<file path="src/rtl/mdu_iter.sv">
// Iterative radix-2 multiply/divide unit for RV32M (one quotient/product bit per clock).
// Fast path: divide-by-zero and signed overflow (MIN_NEG / -1) finish in a single cycle.
module mdu_iter #(
  parameter int WIDTH = 32
) (
  input  logic             clk,
  input  logic             rst_n,
  input  logic             in_valid,
  output logic             in_ready,
  input  logic [2:0]       md_op,
  input  logic [WIDTH-1:0] A,
  input  logic [WIDTH-1:0] B,
  input  logic             flush,
  output logic             out_valid,
  input  logic             out_ready,
  output logic [WIDTH-1:0] Result,
  output logic             busy
);

  localparam int CNT_W = $clog2(WIDTH + 1);

  localparam logic [2:0] OP_MUL    = 3'd0;
  localparam logic [2:0] OP_MULH   = 3'd1;
  localparam logic [2:0] OP_MULHSU = 3'd2;
  localparam logic [2:0] OP_MULHU  = 3'd3;
  localparam logic [2:0] OP_DIV    = 3'd4;
  localparam logic [2:0] OP_DIVU   = 3'd5;
  localparam logic [2:0] OP_REM    = 3'd6;
  localparam logic [2:0] OP_REMU   = 3'd7;

  localparam logic [WIDTH-1:0] MIN_NEG  = {1'b1, {(WIDTH-1){1'b0}}};
  localparam logic [CNT_W-1:0] CNT_INIT = CNT_W'(WIDTH);
  localparam logic [CNT_W-1:0] CNT_LAST = CNT_W'(1);

  typedef enum logic [1:0] {
    IDLE = 2'd0,
    BUSY = 2'd1,
    DONE = 2'd2
  } state_t;

  state_t           state_q, state_d;
  logic [2:0]       op_q;
  logic             neg_a_q, neg_b_q;
  logic [WIDTH-1:0] opnd_q;   // multiplicand (mul) or divisor (div) magnitude
  logic [WIDTH-1:0] acc_q;    // product high half (mul) or partial remainder (div)
  logic [WIDTH-1:0] lo_q;     // product low half / multiplier (mul) or quotient / dividend (div)
  logic [CNT_W-1:0] cnt_q;
  logic [WIDTH-1:0] result_q;

  logic accept, last;

  // Request decode: signedness, magnitudes and fast-path detection.
  logic             a_signed, b_signed, a_neg, b_neg;
  logic [WIDTH-1:0] a_mag, b_mag;
  logic             b_zero, ovf, fast;
  logic [WIDTH-1:0] fast_res;

  assign a_signed = (md_op == OP_MULH) || (md_op == OP_MULHSU) ||
                    (md_op == OP_DIV)  || (md_op == OP_REM);
  assign b_signed = (md_op == OP_MULH) || (md_op == OP_DIV) || (md_op == OP_REM);
  assign a_neg    = a_signed & A[WIDTH-1];
  assign b_neg    = b_signed & B[WIDTH-1];
  assign a_mag    = a_neg ? (~A + 1'b1) : A;
  assign b_mag    = b_neg ? (~B + 1'b1) : B;
  assign b_zero   = (B == '0);
  assign ovf      = ((md_op == OP_DIV) || (md_op == OP_REM)) && (A == MIN_NEG) && (B == '1);
  assign fast     = md_op[2] && (b_zero || ovf);
  // md_op[1] separates REM/REMU from DIV/DIVU.
  assign fast_res = b_zero ? (md_op[1] ? A : '1) : (md_op[1] ? '0 : A);

  assign in_ready  = (state_q == IDLE);
  assign busy      = (state_q != IDLE);
  assign out_valid = (state_q == DONE);
  assign Result    = result_q;

  // State register.
  always_ff @(posedge clk or negedge rst_n) begin
    if (!rst_n) state_q <= IDLE;
    else        state_q <= state_d;
  end

  // Next-state logic; flush overrides every other transition.
  always_comb begin
    // NOTE: every output of this block gets a default first so no path leaves it unassigned (no latch).
    state_d = state_q;
    accept  = 1'b0;
    last    = 1'b0;
    unique case (state_q)
      IDLE: if (in_valid) begin
        accept  = 1'b1;
        state_d = fast ? DONE : BUSY;
      end
      BUSY: if (cnt_q == CNT_LAST) begin
        last    = 1'b1;
        state_d = DONE;
      end
      DONE: if (out_ready) state_d = IDLE;
      default: state_d = IDLE;
    endcase
    if (flush) begin
      state_d = IDLE;
      accept  = 1'b0;
      last    = 1'b0;
    end
  end

  // One iteration step of each datapath plus sign correction of the final step.
  logic [WIDTH:0]     mul_sum, div_shift, div_diff;
  logic [WIDTH-1:0]   mul_acc_n, mul_lo_n, div_acc_n, div_lo_n, acc_n, lo_n;
  logic [2*WIDTH-1:0] prod, prod_fix;
  logic [WIDTH-1:0]   quo_fix, rem_fix, final_res;

  always_comb begin
    mul_sum   = {1'b0, acc_q} + (lo_q[0] ? {1'b0, opnd_q} : '0);
    mul_acc_n = mul_sum[WIDTH:1];
    mul_lo_n  = {mul_sum[0], lo_q[WIDTH-1:1]};

    // Restoring division: a clear top bit of the difference means the trial subtract succeeded.
    div_shift = {acc_q, lo_q[WIDTH-1]};
    div_diff  = div_shift - {1'b0, opnd_q};
    div_acc_n = div_diff[WIDTH] ? div_shift[WIDTH-1:0] : div_diff[WIDTH-1:0];
    div_lo_n  = {lo_q[WIDTH-2:0], ~div_diff[WIDTH]};

    acc_n = op_q[2] ? div_acc_n : mul_acc_n;
    lo_n  = op_q[2] ? div_lo_n  : mul_lo_n;

    prod     = {mul_acc_n, mul_lo_n};
    prod_fix = (neg_a_q ^ neg_b_q) ? (~prod + 1'b1) : prod;
    quo_fix  = (neg_a_q ^ neg_b_q) ? (~div_lo_n + 1'b1) : div_lo_n;
    rem_fix  = neg_a_q ? (~div_acc_n + 1'b1) : div_acc_n;

    final_res = '0;
    unique case (op_q)
      OP_MUL:                       final_res = prod_fix[WIDTH-1:0];
      OP_MULH, OP_MULHSU, OP_MULHU: final_res = prod_fix[2*WIDTH-1:WIDTH];
      OP_DIV, OP_DIVU:              final_res = quo_fix;
      OP_REM, OP_REMU:              final_res = rem_fix;
      default:                      final_res = '0;
    endcase
  end

  // Datapath registers: latch operands on accept, iterate while BUSY, register the result.
  always_ff @(posedge clk or negedge rst_n) begin
    // NOTE: datapath registers are reset too, so no stale operand or result survives a reset.
    if (!rst_n) begin
      op_q     <= '0;
      neg_a_q  <= 1'b0;
      neg_b_q  <= 1'b0;
      opnd_q   <= '0;
      acc_q    <= '0;
      lo_q     <= '0;
      cnt_q    <= '0;
      result_q <= '0;
    end else if (flush) begin
      cnt_q <= '0;
    end else if (accept) begin
      op_q    <= md_op;
      neg_a_q <= a_neg;
      neg_b_q <= b_neg;
      acc_q   <= '0;
      cnt_q   <= fast ? '0 : CNT_INIT;
      if (md_op[2]) begin
        opnd_q <= b_mag;
        lo_q   <= a_mag;
      end else begin
        opnd_q <= a_mag;
        lo_q   <= b_mag;
      end
      if (fast) result_q <= fast_res;
    end else if (state_q == BUSY) begin
      acc_q <= acc_n;
      lo_q  <= lo_n;
      cnt_q <= cnt_q - 1'b1;
      if (last) result_q <= final_res;
    end
  end

endmodule
</file>
<file path="config.mk">
export PLATFORM = sky130hd
export DESIGN_NAME = mdu_iter
export DESIGN_NICKNAME = d
export VERILOG_FILES = /design/src/rtl/mdu_iter.sv
export SDC_FILE = /design/constraint.sdc
export NUM_CORES = 1
export LEC_CHECK = 0
export CAP_MARGIN = 0
export CORE_MARGIN = 5
export CORE_UTILIZATION = 56
export CTS_BUF_LIST = sky130_fd_sc_hd__clkbuf_2
export CTS_CLUSTER_DIAMETER = 50
export DETAILED_ROUTE_END_ITERATION = 6
export PLACE_DENSITY = 0.76
export SYNTH_ARGS = -nofsm -noshare
export SYNTH_HDL_FRONTEND = slang
export SYNTH_SLANG_ARGS = --single-unit
</file>
<file path="constraint.sdc">
create_clock -name clk -period 7.32 [get_ports clk]
set_input_delay 0.732 -clock clk [delete_from_list [all_inputs] [get_ports clk]]
set_output_delay 0.732 -clock clk [all_outputs]
set_load 0.03 [all_outputs]
</file>
==> metrics.yaml, run 1 <==
drive_gt1_frac: 0.0528
start_kind: "register"
gp_congestion: 1.02
syn_nets: 2452
post-cts-setup-buffers: 0
cts.clk_slew.worst_paths_ns: 0.28
p_leak_nw: 7.50
final-seq-area_um2: 3530
hold_class: "in2async"
finalCritPeriodShare: 0.835
finalSetupViolations: 0
htreeDepth: 4
required_ns: 8.00
outcome: "finished, violations left"
cts_tree: "yes"
hold_buffers: 1
clock-root-buffer: "clkbuf_2"
hold_viol: 0
rsz0062_at_grt: "false"
synth_cells: 2306
comb_power_share: 0.711
vias: 18300
synth_top_family_by_area: "compound AO/OA/AOI/OAI gates"
drtAntennaViolNets: 0
grt_max_degree: 114
areaGrowthSynthToFinish_pct: 7.71
grt_use_met1: 0.500
synth-xor-area-share: 0.109
yosysWarnings: 0
criticalPathCategory: "reg2reg"
power_density_nw_per_um2: 347
clk_path_buf_depth: 2
tightestPinTransition_ns: 1.12
synth_ff_type: "dfrtp_1"
grt_pass1_vias: 17200
dp_cells: 2650
internal-power_mw: 2.75
violations: "DRC"
setup_tns_ns: 0
ys_top_cells_by_area: "dfrtp_1, xnor2_1, a21oi_1"
grt_pass1_wl_um: 102000
synth_edf_count: 0
cts_resized: 0
final_cell_count_no_fill: 2684
synthArstFlopShare: 1.00
endpoint_kind: "register"
multi_input_area_um2: 12600
clock_sink_count: 141
synthMostInstantiatedCell: "nand2_1"
antenna_found_initial: 3
synth_seq_cells: 141
io_buffers: 106
yosys-top-cells-count: "nand2_1, nor2_1, a21oi_1, o21ai_0"
rows: 63
busiest_layer: "met2"
grt_use_total: 0.383
fillers: 2733
path_max_fanout: 10
die_area_um2: 34000
nets: 2426
switching_share: 0.569
start_util: 0.571
coreArea_um2: 29900
fmax_mhz: 164
ir_worst_vdd_uv: 178
dieWidth_um: 185
period_needed_ns: 6.12
post-route-util: 0.615
dp_hpwl_um: 51500
worstSkewPairLatency_ns: 0.84
muxShareOfSynthArea: 0.0538
fp.dieH_um: 185
seqPwrFrac: 0.208
synth_area_leader_cell: "dfrtp_1"
io-pin-count: 107
p_clk_frac: 0.081
synth_cell_types: 104
yosys.area_share.simple: 0.211
slew-limit-headroom: 0.255
cap_violations: 0
synth_compound_area_frac: 0.289
syn_avg_cell_area_um2: 7.40
drt_iter0_markers: 2216
cts_made_buffers: 17
worstPathArrival_ns: 6.80
syn_area_um2: 17100
avgViaCountPerCell: 6.81
ys_seq_area_frac: 0.207
synth_top_area_share: 0.207
slew_viol_final: 0
drc_errors: 2
grt-ovfl-total: 0
use_met3: 0.0872
wl_per_cell_um: 24.7
fin_skew_ns: 0.0625
routed_wl_um: 66400
firstDrtPassIters: 7
use_met2: 0.607
switchingPower_mw: 3.62
synth_adder_area_share: 0.0704
## metal layers
layer,part of all wire,up-vias
met5,0.00015,-
met4,0.053,2
met3,0.10,203
met2,0.45,1088
met1,0.39,8636
li1,-,8360
## per-stage QoR
step	instance area, um^2	total power, mW	setup WS [ns]	hold slack (ns)
finish	18400	6.37	1.20	0.377
global route	18400	6.72	1.05	0.407
CTS	18400	6.23	1.46	0.387
detailed placement	18100	5.70	1.49	0.471
global placement	18100	5.63	1.77	0.466
floorplan	17100	4.36	2.10	0.436
## state kept, by name, indices dropped and copies added, names as in the netlist
register,flops
Result,32
state_q,2
cnt_q,6
neg_b_q,1
neg_a_q,1
op_q,3
lo_q,32
acc_q,32
opnd_q,32
## worst max-delay path, cell delays in order, from the launching register on
cell       delay (ns)
dfrtp_1          0.54
inv_1            0.14
ha_1             0.19
inv_1            0.07
fa_1             0.44
a211oi_2         0.34
nor2_2           0.13
a21oi_1          0.39
o21ai_1          0.27
a211oi_1         0.75
nor2_4           0.06
inv_2            0.12
mux2i_1          0.32
ha_1             0.32
inv_1            0.08
nor3b_1          0.29
a32o_1           0.24
nand4bb_1        0.50
o31ai_1          0.51
xor2_1           0.19
o211ai_1         0.12
## cell families (layout without fill, tap and decap cells)
kind of cell    after synthesis  in the layout
simple gates                749            749
mux                          91             91
xor+xnor                    213            213
other cells                   0              1
buf+inv                     257            244
flops                       141            141
fa+ha+maj                   100            100
compound gates              755            755
## worst paths after layout
check,slack (ns),depth (start not counted),endpoint,from
max in group asynchronous,5.32,3,Result[14],rst_n
min reg2reg,0.52,2,opnd_q[31],opnd_q[31]
min in group clk,0.50,3,state_q[1],out_ready
min,0.38,2,lo_q[27],rst_n
max reg2reg,1.20,20,Result[24],lo_q[31]
max,1.20,20,Result[24],lo_q[31]
## cell usage in the layout (no fill, tap or decap), types with 19 or more instances in the layout
master / netlist / layout
and2_1: 21 / 21
o21ai_0: 182 / 182
a211oi_1: 27 / 27
nor4_1: 27 / 26
o221ai_1: 33 / 33
clkdlybuf4s50_1: 0 / 104
a21o_1: 37 / 37
a22o_1: 19 / 19
nor3_1: 54 / 54
nor2_1: 222 / 219
dfrtp_1: 141 / 140
nand2b_1: 20 / 20
nand3_1: 28 / 28
xor2_1: 80 / 79
xnor2_1: 133 / 132
nand4_1: 26 / 26
or3_1: 23 / 23
a21oi_1: 203 / 203
maj3_1: 26 / 26
o211ai_1: 53 / 53
buf_4: 3 / 22
o31ai_1: 23 / 23
nand2_1: 243 / 243
mux2i_1: 86 / 86
a31oi_1: 35 / 35
ha_1: 72 / 72
inv_1: 78 / 78
## cell type report
class | instances | share of cell area
flip-flops and latches | 141 | 0.192
clock inverters | 14 | 0.00804
inverters | 84 | 0.0172
well taps | 390 | 0.0266
multi-input cells | 1908 | 0.684
repair buffers | 128 | 0.0668
diodes | 1 | 0.000136
clock buffers | 18 | 0.00490
## power groups by stage
stage | registers (mW) | logic [mW] | clock network, mW
global placement | 1.32 | 4.32 | 0
detailed placement | 1.33 | 4.38 | 0
finish | 1.32 | 4.52 | 0.517
floorplan | 1.29 | 3.07 | 0
CTS | 1.31 | 4.40 | 0.519
global route | 1.34 | 4.83 | 0.549
Power figures use the tool's default switching activity.
==> inputs of run 2 (changes only) <==
--- a/config.mk
+++ b/config.mk
@@ -11,7 +11,7 @@
 export CTS_BUF_LIST = sky130_fd_sc_hd__clkbuf_2
 export CTS_CLUSTER_DIAMETER = 50
 export DETAILED_ROUTE_END_ITERATION = 6
-export PLACE_DENSITY = 0.76
+export PLACE_DENSITY = 0.79
 export SYNTH_ARGS = -nofsm -noshare
 export SYNTH_HDL_FRONTEND = slang
 export SYNTH_SLANG_ARGS = --single-unit
==> constraint.sdc (replaced) <==
create_clock -name clk -period 5 [get_ports clk]
set_input_delay 0.5 -clock clk [delete_from_list [all_inputs] [get_ports clk]]
set_output_delay 0.5 -clock clk [all_outputs]
set_load 0.03 [all_outputs]
==> run 2 against run 1 <==
- the run now ends clean
- critical endpoint is now Result[30]
- via count increased by 3.6%
- sequential power increased by 46%
- non-clock buffer count increased by 61
- largest power group unchanged
==> metrics.yaml, run 2 (synthesis results as in run 1) <==
outcome: "completed"  # was finished, violations left
post-route-util: 0.633  # was 0.615
power_density_nw_per_um2: 512  # was 347 nW/um^2
grt_max_degree: 95  # was 114
cts_made_buffers: 17  # unchanged
coreArea_um2: 29900  # unchanged
drive_gt1_frac: 0.0820  # was 0.0528
wl_per_cell_um: 25.6  # was 24.7 um
areaGrowthSynthToFinish_pct: 10.9  # was 7.71%
grt_pass1_wl_um: 106000  # was 102000 um
drc_errors: 0  # was 2
finalInstanceArea_um2: 18900  # was 18400 um^2
antenna_found_initial: 6  # was 3
place_worst_setup_slack_ns: -0.0773  # was 1.49 ns
finalCritPeriodShare: 0.965  # was 0.835
start_kind: "register"  # unchanged
regToRegEndpoint: "Result[30]"  # was Result[24]
io_buffers: 106  # unchanged
dp_hpwl_um: 54900  # was 51500 um
p_leak_nw: 7.81  # was 7.50 nW
fillers: 2715  # was 2733
cts.clk_slew.worst_paths_ns: 0.31  # was 0.28 ns
clock-root-buffer: "clkbuf_2"  # unchanged
slew-limit-headroom: 0.0735  # was 0.255
start_util: 0.571  # unchanged
timing.reg2reg.worst_path_depth: 20  # unchanged
grt_use_total: 0.402  # was 0.383
multi_input_area_um2: 12600  # about the same
die_area_um2: 34000  # unchanged
drt_iter0_markers: 2339  # was 2216
finalSetupViolations: 0  # unchanged
cap_violations: 0  # unchanged
setup_tns_ns: 0  # unchanged
fp.dieH_um: 185  # unchanged
grt_pass1_vias: 17300  # was 17.2k
clock_sink_count: 141  # unchanged
fmax_mhz: 207  # was 164 MHz
fin_skew_ns: 0.0681  # was 0.0625 ns
cts_tree: "yes"  # unchanged
final_common_cell: "nand2_1"  # unchanged
endpoint_kind: "register"  # unchanged
cp-endpoint: "Result[30]"  # was Result[24]
final-seq-area_um2: 3530  # about the same
r2r_setup_slack_ns: 0.18  # was 1.20 ns
period_needed_ns: 4.82  # was 6.12 ns
dp_cells: 2708  # was 2650
grt-ovfl-total: 0  # unchanged
nets: 2487  # was 2426
holdWs_ns: 0.0642  # was 0.377 ns
path_max_fanout: 18  # was 10
slew_viol_final: 0  # unchanged
required_ns: 5.81  # was 8.00 ns
avgViaCountPerCell: 6.89  # was 6.81
final_cell_count_no_fill: 2749  # was 2684
clk_path_buf_depth: 2  # unchanged
final_cell_mix: "nand2_1, nor2_1, a21oi_1"  # unchanged
tightestPinTransition_ns: 1.38  # was 1.12 ns
placed_area_um2: 18600  # was 18100 um^2
worstSkewPairLatency_ns: 0.89  # was 0.84 ns
routed_wl_um: 70300  # was 66400 um
drtAntennaViolNets: 0  # unchanged
htreeDepth: 4  # unchanged
criticalPathCategory: "reg2reg"  # unchanged
rows: 63  # unchanged
vias: 18900  # was 18.3k
hold_viol: 0  # unchanged
r2r-start: "lo_q[31]"  # unchanged
hold_class: "in2reg"  # was in2async
total_power_mw: 9.68  # was 6.37 mW
worstPathArrival_ns: 5.63  # was 6.80 ns
ir_worst_vdd_uv: 407  # was 178 uV
dieWidth_um: 185  # unchanged
setup_slack_ns: 0.177  # was 1.20 ns
gp_congestion: 1.07  # was 1.02
io-pin-count: 107  # unchanged
firstDrtPassIters: 6  # was 7
critical_path.startpoint: "lo_q[31]"  # unchanged
-- run 2: final cells by class --
class,count,area share
diodes,5,0.000661
clock buffers,17,0.00450
clock inverters,15,0.00893
inverters,84,0.0169
multi-input cells,1908,0.667
flip-flops and latches,141,0.187
well taps,390,0.0258
repair buffers,189,0.0897
-- run 2: what timing repair did --
action / 4_1_cts / 5_1_grt
pin swaps: 0 / 2
gates resized for setup: 1 / 13
hold buffers: 1 / 0
endpoints found under the setup margin: 8 / 22
cloned: 0 / 0
hold endpoints to repair: 38 / 0
buffers inserted: 0 / 3
-- run 2: routing by layer --
metal	global-route usage	vias to the layer above	part of all wire	wire, um
li1	-	8476	-	-
met4	0.222	2	0.067	4710
met5	0	-	0.00020	14
met2	0.611	1174	0.44	30700
met3	0.106	259	0.10	7100
met1	0.520	9030	0.39	27700
-- run 2: how the worst min path moves through the flow --
stage	from	end	slack (ns)	depth (start not counted)
6_report	md_op[2]	lo_q[5]	0.06	4
5_1_grt	rst_n	Result[28]	0.03	2
4_1_cts	md_op[2]	lo_q[5]	0.02	4
3_5_place_dp	rst_n	Result[28]	0.46	1
3_3_place_gp	rst_n	cnt_q[5]	0.45	1
2_1_floorplan	rst_n	Result[0]	0.20	0
-- run 2: report_power, final --
part / internal, mW / switching, mW / total [mW]
sequential: 1.45 / 0.473 / 1.93
clock: 0.212 / 0.575 / 0.787
combinational: 2.60 / 4.37 / 6.96
total: 4.26 / 5.41 / 9.68
-- run 2: worst max-delay path, stage by stage (launching register included) --
cell      delay [ns]
dfrtp_1         0.44
inv_1           0.08
ha_1            0.17
inv_1           0.06
fa_1            0.46
a211oi_4        0.30
nor2_2          0.12
a21oi_2         0.24
o21ai_1         0.21
a211oi_2        0.38
nor2_4          0.08
inv_2           0.13
buf_4           0.28
ha_1            0.52
inv_1           0.10
o21ai_0         0.22
xnor2_1         0.14
a21oi_1         0.08
a21oi_1         0.44
nor3_1          0.12
a31oi_1         0.21
